[src/rtl/mem_stage.sv]
`default_nettype none
// ============================================================================
// Module      : mem_stage
// Description : MEM pipeline stage. Holds one instruction, waits for the
//               data-bus response of a load/store issued in EX, aligns and
//               extends load data, and hands the result to WB over the
//               valid/allow_in handshake. Exports a forwarding/stall bus to ID.
// Revision    : 1.0 - initial release
// ============================================================================
module mem_stage (
  input  logic        clk,
  input  logic        rst,
  input  logic        es_to_ms_valid,
  input  logic [74:0] es_to_ms_bus,
  output logic        ms_allow_in,
  input  logic        data_sram_data_ok,
  input  logic [31:0] data_sram_rdata,
  input  logic        ws_allow_in,
  output logic        ms_to_ws_valid,
  output logic [69:0] ms_to_ws_bus,
  output logic [38:0] ms_to_ds_bus
);

  localparam int ES_TO_MS_WD = 75;

  logic                   ms_valid;
  logic [ES_TO_MS_WD-1:0] bus_r;
  logic                   data_buf_valid;
  logic [31:0]            data_buf;

  logic        mem_req;
  logic        load_op;
  logic [1:0]  mem_size;
  logic        load_uns;
  logic        rf_we;
  logic [4:0]  dest;
  logic [31:0] pc;
  logic [31:0] alu_result;
  logic [1:0]  addr;

  logic        ready_go;
  logic        ms_leave;
  logic [31:0] load_data;
  logic [7:0]  load_byte;
  logic [15:0] load_half;
  logic [31:0] load_ext;
  logic [31:0] final_result;
  logic        fwd_valid;
  logic        fwd_block;

  assign {mem_req, load_op, mem_size, load_uns, rf_we, dest, pc, alu_result} = bus_r;
  assign addr = alu_result[1:0];

  // A memory op may leave once its response is seen now or was buffered earlier.
  assign ready_go       = !mem_req | data_sram_data_ok | data_buf_valid;
  assign ms_allow_in    = !ms_valid | (ready_go & ws_allow_in);
  assign ms_to_ws_valid = ms_valid & ready_go;
  assign ms_leave       = ms_to_ws_valid & ws_allow_in;

  // The bus only presents rdata for one cycle, so a stalled response is replayed from the buffer.
  assign load_data = data_buf_valid ? data_buf : data_sram_rdata;
  assign load_half = addr[1] ? load_data[31:16] : load_data[15:0];

  // Pick the addressed byte lane of the load word.
  always_comb begin
    load_byte = load_data[7:0];
    case (addr)
      2'd0: load_byte = load_data[7:0];
      2'd1: load_byte = load_data[15:8];
      2'd2: load_byte = load_data[23:16];
      2'd3: load_byte = load_data[31:24];
      default: load_byte = load_data[7:0];
    endcase
  end

  // Sign- or zero-extend according to access size; size 3 behaves as a word.
  always_comb begin
    load_ext = load_data;
    case (mem_size)
      2'd0: load_ext = {{24{~load_uns & load_byte[7]}}, load_byte};
      2'd1: load_ext = {{16{~load_uns & load_half[15]}}, load_half};
      default: load_ext = load_data;
    endcase
  end

  assign final_result = load_op ? load_ext : alu_result;

  // ID must stall on a match against a load whose data has not yet arrived.
  assign fwd_valid = ms_valid & rf_we & (dest != 5'd0);
  assign fwd_block = ms_valid & load_op & !ready_go;

  assign ms_to_ws_bus = {rf_we, dest, pc, final_result};
  assign ms_to_ds_bus = {fwd_valid, fwd_block, dest, final_result};

  // Stage occupancy advances whenever the stage can accept.
  always_ff @(posedge clk) begin
    if (!rst) begin
      ms_valid <= 1'b0;
    end else if (ms_allow_in) begin
      ms_valid <= es_to_ms_valid;
    end
  end

  // The held instruction changes only on an actual transfer from EX.
  always_ff @(posedge clk) begin
    if (!rst) begin
      bus_r <= '0;
    end else if (es_to_ms_valid && ms_allow_in) begin
      bus_r <= es_to_ms_bus;
    end
  end

  // Keep a response that arrives while WB stalls; drop it when the instruction leaves.
  always_ff @(posedge clk) begin
    if (!rst) begin
      data_buf_valid <= 1'b0;
      data_buf       <= 32'd0;
    end else if (ms_leave) begin
      data_buf_valid <= 1'b0;
    end else if (ms_valid && mem_req && data_sram_data_ok && !ws_allow_in && !data_buf_valid) begin
      data_buf_valid <= 1'b1;
      data_buf       <= data_sram_rdata;
    end
  end

endmodule
`default_nettype wire
[config.mk]
export PLATFORM = sky130hd
export DESIGN_NAME = mem_stage
export DESIGN_NICKNAME = d
export VERILOG_FILES = /design/src/rtl/mem_stage.sv
export SDC_FILE = /design/constraint.sdc
export NUM_CORES = 1
export LEC_CHECK = 0
export BUFFER_PORTS_ARGS = -buffer_cell sky130_fd_sc_hd__buf_2
export CAP_MARGIN = 20
export CORE_UTILIZATION = 50
export CTS_BUF_LIST = sky130_fd_sc_hd__clkbuf_4 sky130_fd_sc_hd__clkbuf_8 sky130_fd_sc_hd__clkbuf_16
export DETAILED_ROUTE_END_ITERATION = 12
export PLACE_DENSITY = 0.86
export SYNTH_ARGS = -nofsm -noshare
export SYNTH_HDL_FRONTEND = slang
export SYNTH_SLANG_ARGS = --single-unit
export TNS_END_PERCENT = 5
[constraint.sdc]
create_clock -name clk -period 2.7 [get_ports clk]
set_input_delay 0.27 -clock clk [delete_from_list [all_inputs] [get_ports clk]]
set_output_delay 0.27 -clock clk [all_outputs]
set_load 0.05 [all_outputs]
==> qor.yml <==
status:
  status: "finished, final reports clean"
setup_path:
  r2r_end: "bus_r[41]"
  rr_worst_depth: 6
  rrSetupSlack_ns: 0.68
  cp-end-kind: "primary output"
  arrival_ns: 2.36
  reg2reg_from: "data_buf_valid"
  crit_type: "flip-flop to primary output"
  crit_fanout: 32
  crit_start: "bus_r[71]"
  cp-start-kind: "flip-flop"
  critPathRequiredTime_ns: 2.43
  crit_end: "ms_to_ds_bus[21]"
finish:
  multi_input_area_um2: 3460
  n_fill_cell: 1194
  drive_gt1_share_pct: 33.9
  instances_no_fill: 1126
  area_growth_pct: 14.9
  regArea_um2: 2190
  nNetsFinal: 1059
  design_area_um2: 7530
power:
  swShare_pct: 37.7
  power.internal_mw: 2.68
  powerDensity_nw_per_um2: 572
  max-vdd-ir-drop_v: 0.000527
  clkPwrFrac_pct: 30.3
  seq_power_share_pct: 39.9
  combPwrFrac_pct: 29.8
  leakagePower_nw: 3.12
  switchingPower_mw: 1.63
sta:
  relSlewSlack_pct: 53.2
  final.setup.tns_ns: 0
  rsz0062_at_grt: "yes"
  drv_slew: 0
  hold_viol_final: 0
  timing.final.ws_setup_ns: 0.0666
  period_share_pct: 97.5
  final-setup-viol-count: 0
  worst_slew_pin_slew_ns: 0.702
  min_period_ns: 2.63
  max_freq_mhz: 380
  fin_worst_skew_ns: 0.00942
place:
  placed_area_um2: 7150
  post-place-ws_ns: 0.274
  dp.cells: 1108
  gp_congestion: 0.907
  dpl.hpwl_um: 13000
  io_buffers: 222
routing:
  drt-wirelength-per-cell_um: 16.7
  dr.pass1.iters: 6
  avgViaCountPerCell: 5.78
  drt-initial-drc-count: 473
  ant_nets: 0
  totalWireLength_um: 18800
  drcViolationCount: 0
  vias: 6508
die:
  die_area_um2: 13600
  design.core.area_um2: 12700
  die_y_um: 117
  ios: 223
  num_rows: 41
  die_x_um: 117
  start_util_pct: 51.6
synthesis:
  post-synth-top-area-cell: "dfxtp_1"
  ys_async_sr_fraction_pct: 0
  syn_inst: 853
  synth_top_area_share_pct: 33.3
  synth_edf_count: 0
  ys_seq_elements: 109
  synth_commonest_cells: "a21oi_1, dfxtp_1, nand2_1"
  synth_ff_type: "dfxtp_1"
  avgSynthCellArea_um2: 7.69
  yosysSeqAreaShare_pct: 33.3
  syn_area_um2: 6560
  synth_warnings: 0
  yosys.cell_count.top_type: "a21oi_1"
  yosysUniqueCellTypes: 43
  ys_top_cells_by_area: "dfxtp_1, a21oi_1, buf_4"
  syn_nets: 965
clock_tree:
  cts_root_buffer: "clkbuf_16"
  cts_tree: "yes"
  clk_latency_ns: 0.37
  hold_buffers: 0
  cts_sinks: 109
  path_clk_slew_ns: 0.08
  htreeDepth: 3
  cts_max_path_buffers: 2
  cts_setup_buffers: 0
  numCtsBuffers: 9
flow_run:
  cap_violations: 0
grt:
  first_global_vias: 5766
  grt_max_degree: 77
  grt_antenna_before_repair: 2
  globalRouteOverflowTotal: 0
  grt_pass1_wl_um: 28500
  track_usage_pct: 27.1
hold_path:
  hold_class: "input port to flip-flop"
metal layers:
metal  global-route usage, %  share of wire (%)
met5                       0                  0
met4                    8.95                2.2
met3                    7.99                8.0
met2                    43.5                 47
met1                    34.8                 43
registers in the layout (all words and copies together) (netlist names):
name and flops:
data_buf 32, ms_valid 1, data_buf_valid 1, bus_r 75
through the flow:
stage | hold WS (ns) | utilization (%) | total power [mW]
detailed placement | 0.447 | 56.2 | 3.01
global route | 0.142 | 59.2 | 4.47
global placement | 0.438 | 56.2 | 3.00
finish | 0.148 | 59.2 | 4.31
floorplan | 0.359 | - | 2.79
CTS | 0.139 | 58.7 | 4.31
critical path, cell delays in order, from the launching register on:
cell      delay (ns)
dfxtp_2         0.44
or3b_1          0.39
o22a_4          0.34
a22o_1          0.25
a211oi_2        0.28
clkbuf_4        0.29
how the worst min path moves through the flow:
stage,slack [ns],depth (start not counted),from,end
2_1_floorplan,0.36,1,ws_allow_in,data_buf_valid
3_3_place_gp,0.44,2,data_buf[16],data_buf[16]
3_5_place_dp,0.45,2,data_buf[19],data_buf[19]
4_1_cts,0.14,3,es_to_ms_bus[44],bus_r[44]
5_1_grt,0.14,3,es_to_ms_bus[44],bus_r[44]
6_report,0.15,3,es_to_ms_bus[45],bus_r[45]
power by group through the flow:
stage,Sequential [mW],Combinational [mW],Clock [mW]
after floorplan,1.74,1.05,0
after global placement,1.75,1.24,0
after detailed placement,1.76,1.25,0
after CTS,1.72,1.26,1.33
after global routing,1.73,1.36,1.38
final,1.72,1.28,1.30
timing repair:
action                                 CTS  global route
gates resized for setup                 10            20
pin swaps                                0             0
endpoints found under the hold margin    0             0
setup endpoints to repair               36            48
logic make-up (layout without fill, tap and decap cells):
family                 Yosys count  in the layout  synth area share (%)
buffers and inverters          164            263                  14.7
flip-flops                     109            109                  33.3
AND/OR/NAND/NOR                243            243                  17.4
multiplexers                    55             55                  8.96
AO/OA/AOI/OAI                  282            282                  25.7
other                            0              2                     0
cell type report:
type | instances | area share [%]
Clock inverter | 6 | 0.747
Antenna cell | 2 | 0.0664
Multi-Input combinational cell | 580 | 45.9
Clock buffer | 10 | 3.09
Sequential cell | 109 | 29.0
Tap cell | 172 | 2.86
Timing Repair Buffer | 242 | 18.1
Inverter | 5 | 0.266
cells in the final DEF (no fill, tap or decap), types with 19 or more instances in the layout:
cell | synthesis | layout
a211oi_2 | 16 | 19
a21oi_1 | 126 | 126
buf_2 | 13 | 204
buf_4 | 81 | 22
dfxtp_1 | 109 | 105
mux2_2 | 30 | 30
mux2i_1 | 25 | 25
nand2_1 | 82 | 82
nand3_1 | 75 | 75
nor2_1 | 41 | 41
o21ai_0 | 70 | 69
No activity file was read; power rests on OpenSTA's default activity.
